`config.mk`:
```
export PLATFORM = sky130hd
export DESIGN_NAME = rr_arbiter4
export DESIGN_NICKNAME = d
export VERILOG_FILES = /design/src/rtl/arb_pkg.sv /design/src/rtl/Encoder4x2.sv /design/src/rtl/rr_arbiter4.sv
export SDC_FILE = /design/constraint.sdc
export NUM_CORES = 1
export LEC_CHECK = 0
export BUFFER_PORTS_ARGS = -buffer_cell sky130_fd_sc_hd__buf_4
export CORE_UTILIZATION = 57
export DETAILED_ROUTE_END_ITERATION = 8
export HOLD_SLACK_MARGIN = 0.12
export PLACE_DENSITY = 0.84
export SYNTH_ARGS = -nofsm -noshare
export SYNTH_HDL_FRONTEND = slang
export SYNTH_SLANG_ARGS = --single-unit
```
`constraint.sdc`:
```
create_clock -name clk -period 2.98 [get_ports clk]
set_clock_uncertainty 0.1 [all_clocks]
set_input_delay 0.298 -clock clk [delete_from_list [all_inputs] [get_ports clk]]
set_output_delay 0.298 -clock clk [all_outputs]
set_load 0.05 [all_outputs]
```
`src/rtl/arb_pkg.sv`:
```
// Shared definitions for the four-requester round-robin arbiter.
//   N_REQ / IDX_W : requester count and encoded index width
//   arb_state_e   : arbiter state (IDLE, GRANT)
//   rr_pick       : one-hot winner of a rotating-priority search starting at ptr
//   oh_idx        : index of a one-hot vector (0 for all-zero)
package arb_pkg;

  localparam int unsigned N_REQ = 4;
  localparam int unsigned IDX_W = 2;

  typedef enum logic [0:0] {
    IDLE,
    GRANT
  } arb_state_e;

  // Search ptr, ptr+1, ... (mod N_REQ). Walking the offsets downwards lets the
  // lowest offset that is requesting overwrite any later candidate.
  function automatic logic [N_REQ-1:0] rr_pick(input logic [N_REQ-1:0] req,
                                               input logic [IDX_W-1:0] ptr);
    logic [IDX_W-1:0] idx;
    rr_pick = '0;
    for (int i = N_REQ - 1; i >= 0; i--) begin
      idx = ptr + IDX_W'(i);
      if (req[idx]) begin
        rr_pick = N_REQ'(1) << idx;
      end
    end
  endfunction

  function automatic logic [IDX_W-1:0] oh_idx(input logic [N_REQ-1:0] oh);
    oh_idx = '0;
    for (int i = 0; i < N_REQ; i++) begin
      if (oh[i]) begin
        oh_idx = oh_idx | IDX_W'(i);
      end
    end
  endfunction

endpackage

```
`src/rtl/Encoder4x2.sv`:
```
// One-hot to binary encoder, 4 inputs to 2-bit index.
//   onehot : one-hot (or all-zero) input vector
//   idx    : binary index of the set bit; 0 when no bit is set
module Encoder4x2 (
  input  logic [3:0] onehot,
  output logic [1:0] idx
);

  always_comb begin
    idx = 2'd0;
    case (onehot)
      4'b0010: idx = 2'd1;
      4'b0100: idx = 2'd2;
      4'b1000: idx = 2'd3;
      default: idx = 2'd0;
    endcase
  end

endmodule

```
`src/rtl/rr_arbiter4.sv`:
```
// Four-requester round-robin arbiter with bounded grant hold.
// A requester keeps the grant while its req bit stays high, for at most
// MAX_HOLD consecutive cycles; on release the next requester in rotating
// order is granted on the same edge (no idle bubble).
// Optional feature macro: ARB_LOCK_EN adds the lock port, letting the current
// holder suspend the forced release while it keeps requesting.
//   clk       : clock, rising edge
//   rst_n     : synchronous active-low reset
//   req       : request vector
//   lock      : hold extension from the current holder (ARB_LOCK_EN only)
//   gnt       : registered one-hot grant, zero when idle
//   gnt_idx   : encoded index of gnt, 0 when idle
//   gnt_valid : |gnt
module rr_arbiter4
  import arb_pkg::*;
#(
  parameter int unsigned MAX_HOLD = 8,
  parameter int unsigned CNT_W    = 8
) (
  input  logic             clk,
  input  logic             rst_n,
  input  logic [N_REQ-1:0] req,
`ifdef ARB_LOCK_EN
  input  logic             lock,
`endif
  output logic [N_REQ-1:0] gnt,
  output logic [IDX_W-1:0] gnt_idx,
  output logic             gnt_valid
);

  localparam logic [CNT_W-1:0] HoldLast = CNT_W'(MAX_HOLD - 1);

  arb_state_e       state_q, state_d;
  logic [N_REQ-1:0] gnt_q, gnt_d;
  logic [IDX_W-1:0] ptr_q, ptr_d;
  logic [CNT_W-1:0] cnt_q, cnt_d;

  logic [N_REQ-1:0] pick;
  logic             holder_req;
  logic             at_limit;
  logic             lock_hold;
  logic             release_now;

  assign pick       = rr_pick(req, ptr_q);
  assign holder_req = |(req & gnt_q);
  assign at_limit   = (cnt_q == HoldLast);

`ifdef ARB_LOCK_EN
  assign lock_hold = lock & holder_req;
`else
  assign lock_hold = 1'b0;
`endif

  assign release_now = !holder_req || (at_limit && !lock_hold);

  always_comb begin
    state_d = state_q;
    gnt_d   = gnt_q;
    ptr_d   = ptr_q;
    cnt_d   = cnt_q;
    unique case (state_q)
      IDLE: begin
        if (|req) begin
          gnt_d   = pick;
          cnt_d   = '0;
          ptr_d   = oh_idx(pick) + IDX_W'(1);
          state_d = GRANT;
        end
      end
      GRANT: begin
        if (release_now) begin
          // ptr already points past the holder, so a sole requester that was
          // forced off wraps back around to itself.
          if (|req) begin
            gnt_d = pick;
            cnt_d = '0;
            ptr_d = oh_idx(pick) + IDX_W'(1);
          end else begin
            gnt_d   = '0;
            cnt_d   = '0;
            state_d = IDLE;
          end
        end else if (!at_limit) begin
          // At the limit only a lock can keep us here; the count saturates.
          cnt_d = cnt_q + CNT_W'(1);
        end
      end
      default: begin
        gnt_d   = '0;
        cnt_d   = '0;
        state_d = IDLE;
      end
    endcase
  end

  always_ff @(posedge clk) begin
    if (!rst_n) begin
      state_q <= IDLE;
      gnt_q   <= '0;
      ptr_q   <= '0;
      cnt_q   <= '0;
    end else begin
      state_q <= state_d;
      gnt_q   <= gnt_d;
      ptr_q   <= ptr_d;
      cnt_q   <= cnt_d;
    end
  end

  assign gnt       = gnt_q;
  assign gnt_valid = |gnt_q;

  Encoder4x2 u_enc (
    .onehot(gnt_q),
    .idx   (gnt_idx)
  );

endmodule

```
**Yosys cells after proc, flatten, opt, wreduce, memory -nomap -nowiden**

Cells that the tools add are included.

- Register bits after elaboration: 15
- Input port bits: 6
- Output and inout bits: 7

- Add/sub/neg operators: 6
- Magnitude comparators: 4
- Equal/unequal tests: 8
- Shift-type cells: 4
- Muxes and demuxes: 35
- Bitwise operators: 2
- Reduce and logical (&&, ||, !) cells: 8

Operators by type and width:

| kind | count |
|---|---|
| two-way mux 4 bit | 7 |
| two-way mux 8 bit | 3 |
| two-way mux 2 bit | 9 |
| case mux 8 bit (2 select lines) | 1 |
| left shift 1 x 2 -> 4 bit (first input constant) | 4 |
| less-than comparator 2 x 3 -> 1 bit (second input constant) | 4 |
| OR reduction 4 bit | 3 |
| adder 8 x 1 -> 8 bit (second input constant) | 1 |
| binary-select mux 1 bit (select 2 bit) | 4 |
| equality test 8 x 3 -> 1 bit (second input constant) | 1 |
| case mux 4 bit (2 select lines) | 1 |
| two-way mux 1 bit | 7 |
| adder 2 x 1 -> 2 bit (second input constant) | 3 |
| case mux 2 bit (3 select lines) | 1 |
| adder 2 bit (second input constant) | 2 |
| bitwise AND 4 bit | 1 |
| equality test 4 x 2 -> 1 bit (second input constant) | 1 |
| equality test 4 x 3 -> 1 bit (second input constant) | 1 |
| equality test 4 bit (second input constant) | 1 |
| inequality test 2 x 1 -> 1 bit (second input constant) | 2 |
| case mux 2 bit (2 select lines) | 1 |
| AND reduction 2 bit | 2 |
| inequality test 3 x 2 -> 1 bit (second input constant) | 1 |
| AND reduction 3 bit | 1 |
| 5 further kinds | 5 |

**Longest topological paths before layout**

- Word-level depth: 17
- Depth in mapped cells: 8
- Depth with buffers taken out: 7

**Hierarchy**

From an unflattened synthesis, not the netlist that was laid out.

- Cells, all modules: 132
- Area total of the unflattened synthesis: 1158.6 sq um

Modules (own cells, without submodules):

| module | times used | cells an instance | area each (sq um) |
|---|---|---|---|
| rr_arbiter4 | 1 | 128 | 1121.1 |
| Encoder4x2 | 1 | 4 | 37.5 |

**Worst setup path after synthesis**

Ideal clock, no wire load.

- Path kind: register to register
- From: reg ptr_q[0]
- To: reg ptr_q[0]
- Arrival: 2326 ps
- Data required time: 2810 ps
- Slack: 484 ps
- Cell stages (with the launch flop): 9
- Path buffers: 1
- Path through: dfxtp_1 buf_6 inv_1 ha_1 mux4_1 a211oi_2 a221oi_2 or3_1 a21oi_1

- Word-level cells in the longest chain between the ends: 17
- Elaborated cells on any way between the ends: 32
- Classes of those cells: add/sub (5); shift (4); mux (23)

Ends and longest elaborated chain:

| element | RTL line | text |
|---|---|---|
| start, declared | rr_arbiter4.sv:35 | `logic [IDX_W-1:0] ptr_q, ptr_d;` |
| start signal, assigned | rr_arbiter4.sv:105 | `ptr_q <= ptr_d;` |
| adder 2 bit | arb_pkg.sv:23 | `idx = ptr + IDX_W'(i);` |
| binary-select mux 1 bit (select 2 bit) | arb_pkg.sv:24 | `if (req[idx]) begin` |
| two-way mux 1 bit (implied by the code) | arb_pkg.sv:24 |  |
| two-way mux 4 bit (3 in a row) | arb_pkg.sv:24 |  |
| two-way mux 4 bit (*) | arb_pkg.sv:24 |  |
| two-way mux 1 bit | arb_pkg.sv:33 | `if (oh[i]) begin` |
| two-way mux 2 bit | arb_pkg.sv:33 |  |
| two-way mux 2 bit (*) | arb_pkg.sv:33 |  |
| two-way mux 2 bit (*) | rr_arbiter4.sv:63, rr_arbiter4.sv:74 |  |
| two-way mux 2 bit | rr_arbiter4.sv:71 | `if (release_now) begin` |
| two-way mux 2 bit | rr_arbiter4.sv:61 | `unique case (state_q)` |
| adder 2 x 1 -> 2 bit | rr_arbiter4.sv:77 | `ptr_d = oh_idx(pick) + IDX_W'(1);` |
| two-way mux 2 bit | rr_arbiter4.sv:74 | `if (\|req) begin` |
| two-way mux 2 bit | rr_arbiter4.sv:71 |  |
| case mux 2 bit (2 select lines) (*) | rr_arbiter4.sv:61 |  |

Every way passes the cells marked *; elsewhere a longest branch is shown, timed or not. The select of a mux whose other input is x is not followed.
A chain may end at the register's enable or synchronous reset.

**Worst setup path in the final report**

Ends and elaborated chain as after synthesis.

==> flow_summary.yaml <==
outcome:
  status: "finished clean"
floorplanning:
  number_of_ports_placed_on_the_die_boundary: 13
  num_rows: 16
  floorplan.initialDensity_pct: 60.8
  core_region_area_um2: 1960
  width_of_the_die_um: 47.8
  fp.dieArea_um2: 2280
  die-height_um: 47.8
synth:
  synthesis.area_um2: 1190
  synth-seq-cells: 15
  syn_area_per_cell_um2: 9.40
  synth.lib_cells_used.distinct: 42
  synthesis.yosys.warnings: 0
  yosys_most_used_dff: "dfxtp_1"
  yosysTopAreaCell: "dfxtp_1"
  postSynthCellCount: 127
  netlist.area_leader.share_pct: 25.2
  synth_seq_area_share_pct: 25.2
  number_of_enable_type_register_cells_in_the_synthesized_netlist: 0
  synth_fp_nets: 142
  synth_async_sr_flop_share_pct: 0
  yosys-top-cells-area: "dfxtp_1, ha_1, mux4_1, mux4_2, nor2b_1"
power_and_ir_drop:
  clock_power_share_pct: 9.3
  power.ir.vdd_worst_mv: 1.13
  power.density_nw_per_um2: 978
  fin_total_pwr_mw: 1.29
  static-leakage-power_nw: 0.522
  p_int_mw: 0.641
  sw_frac_of_total_pct: 50.3
  p_comb_share_pct: 68.7
  p_switching_mw: 0.648
  seqPwrFrac_pct: 22.1
clocking:
  cts_root_buffer: "clkbuf_4"
  clock_sink_count: 15
  post-cts-setup-buffer-count: 0
  cts_tree: "done"
  hold_buffers: 0
  cts_max_path_buffers: 2
  cts-htree-levels: 1
  cts.repair.resized: 0
  cts_inserted_buffers: 3
  clk_transition_reported_paths_ns: 0.09
  worst_skew_pair.late_latency_ns: 0.29
layout:
  layout_common_cells: "dfxtp_1, buf_4, ha_1, nor3_1, nand2_1"
  antenna_cells_inserted: 0
  layout_commonest_cell: "dfxtp_1"
  layout-area-overhead-vs-synth_pct: 10.5
  layout-drive-gt1-share_pct: 20.0
  final_net_count: 156
timing:
  final_max_slew_viol_count: 0
  slew-limit-headroom_pct: 68.7
  grt_setup_unrepaired: "false"
  transition_time_at_the_pin_with_the_least_slew_margin_ns: 0.470
  max_clock_freq_mhz: 401
  setup-tns-final_ns: 0
  setup_viol: 0
  finalWorstPathRequiredPeriod_ns: 2.49
  final.hold.worst_slack_ns: 0.214
  period_share_pct: 83.6
  report.final.hold_viol_count: 0
detailed_routing:
  drt-vias-per-instance: 6.19
  dr_total_vias: 1033
  dr.first_iter.drc_count: 28
  antenna_violating_nets_post_route: 0
  drc: 0
  wl_per_cell_um: 14.5
  total_routed_length_um: 2430
  initial_drt_pass_iterations: 4
critical_path:
  worstSetupStartpointType: "flop"
  crit_fanout: 8
  worstReg2RegEnd: "ptr_q[0]"
  regToRegStartpoint: "ptr_q[0]"
  crit_family: "multiplexers"
  criticalPathCategory: "flop to flop"
  endpoint_kind: "flop"
  ff2ff_setup_slack_ns: 0.49
  worst-endpoint-arrival_ns: 2.62
  cp_num_buf_inv: 1
  timing.critical_path.required_ns: 3.11
  crit_path_top_delay_cell: "mux4_1"
  crit_path_max_incr_delay_ns: 0.70
  worstPathCellList: "inv_1, ha_1, mux4_1, a211oi_2, a221oi_2, or3_1, a21oi_1"
  r2r.worst_path.cells: 7
placement:
  place.gp.congestion: 0.897
  place.port_buffers: 12
  final_hpwl_from_detailed_placement_um: 1830
worst_hold_path:
  hold_path_class: "input pin to flop"
  worst_hold_path.endpoint: "cnt_q[7]"
  whs_path_depth: 2
  hp-start: "rst_n"
global_routing:
  grt_max_degree: 17
  track_usage_pct: 24.2
  overflow: 0
  grt_pass1_wl_um: 3830
  first_global_vias: 855
  antenna_found_initial: 0
run:
  drv_cap: 0
-- cell families after synthesis --
group / synth area share (%)
buffers and inverters: 5.35
flip-flops: 25.2
multiplexers: 8.18
XOR/XNOR: 2.20
AND/OR/NAND/NOR: 24.9
AO/OA/AOI/OAI: 24.7
adder cells (fa/ha/maj): 9.43
-- routing by layer --
| metal | track usage [%] | wire, um | up-vias | part of all wire [%] |
|---|---|---|---|---|
| met5 | 0 | 0 | - | 0 |
| li1 | - | - | 512 | - |
| met1 | 34.8 | 1090 | 473 | 45 |
| met3 | 4.53 | 150 | 9 | 6.2 |
| met4 | 11.1 | 59 | 0 | 2.4 |
| met2 | 35.1 | 1120 | 39 | 46 |
-- synthesized netlist by cell type (all sizes together), types with 3 or more instances --
cell	count
xnor2	3
or4	3
nor2b	6
or3	3
a21boi	5
mux4	4
nand2	7
nand4b	3
o21a	5
a21oi	5
a221oi	3
inv	6
nor3	8
dfxtp	15
nand3b	5
o21ai	8
nand3	3
ha	9
buf	3
-- worst max-delay path by stage --
stage | cells after the start | start | slack, ns | endpoint
5_1_grt | 7 | ptr_q[0] | 0.38 | ptr_q[0]
3_3_place_gp | 7 | ptr_q[0] | 0.63 | ptr_q[0]
2_1_floorplan | 8 | ptr_q[0] | 0.48 | ptr_q[0]
4_1_cts | 7 | ptr_q[0] | 0.48 | ptr_q[0]
3_5_place_dp | 7 | ptr_q[0] | 0.51 | ptr_q[0]
6_report | 7 | ptr_q[0] | 0.49 | ptr_q[0]
-- state kept, by name, indices dropped and copies added, names as in the netlist --
register	flops
gnt	4
ptr_q	2
cnt_q	8
state_q	1
-- area by class of cell --
type / instances / area (um2)
Clock buffer: 3 / 22.5
Clock inverter: 1 / 5.00
Fill cell: 173 / 643
Inverter: 6 / 22.5
Multi-Input combinational cell: 101 / 830
Sequential cell: 15 / 300
Tap cell: 27 / 33.8
Timing Repair Buffer: 14 / 105
-- per-stage QoR --
stage | utilization (%) | setup WS [ns] | instance area (um2) | std cells
6_report | 67.2 | 0.488 | 1320 | 167
5_1_grt | 67.2 | 0.376 | 1320 | 167
4_1_cts | 67.2 | 0.477 | 1320 | 167
3_5_place_dp | 65.8 | 0.514 | 1290 | 163
3_3_place_gp | 65.8 | 0.631 | 1290 | 163
2_1_floorplan | - | 0.484 | 1190 | 127
-- power by group through the flow --
stage	sequential (mW)	clock (mW)	combinational, mW
2_1_floorplan	0.365	0	0.625
3_3_place_gp	0.286	0	0.862
3_5_place_dp	0.289	0	0.882
4_1_cts	0.285	0.121	0.885
5_1_grt	0.292	0.130	0.946
6_report	0.285	0.119	0.885
No activity file was read; power rests on OpenSTA's default activity.
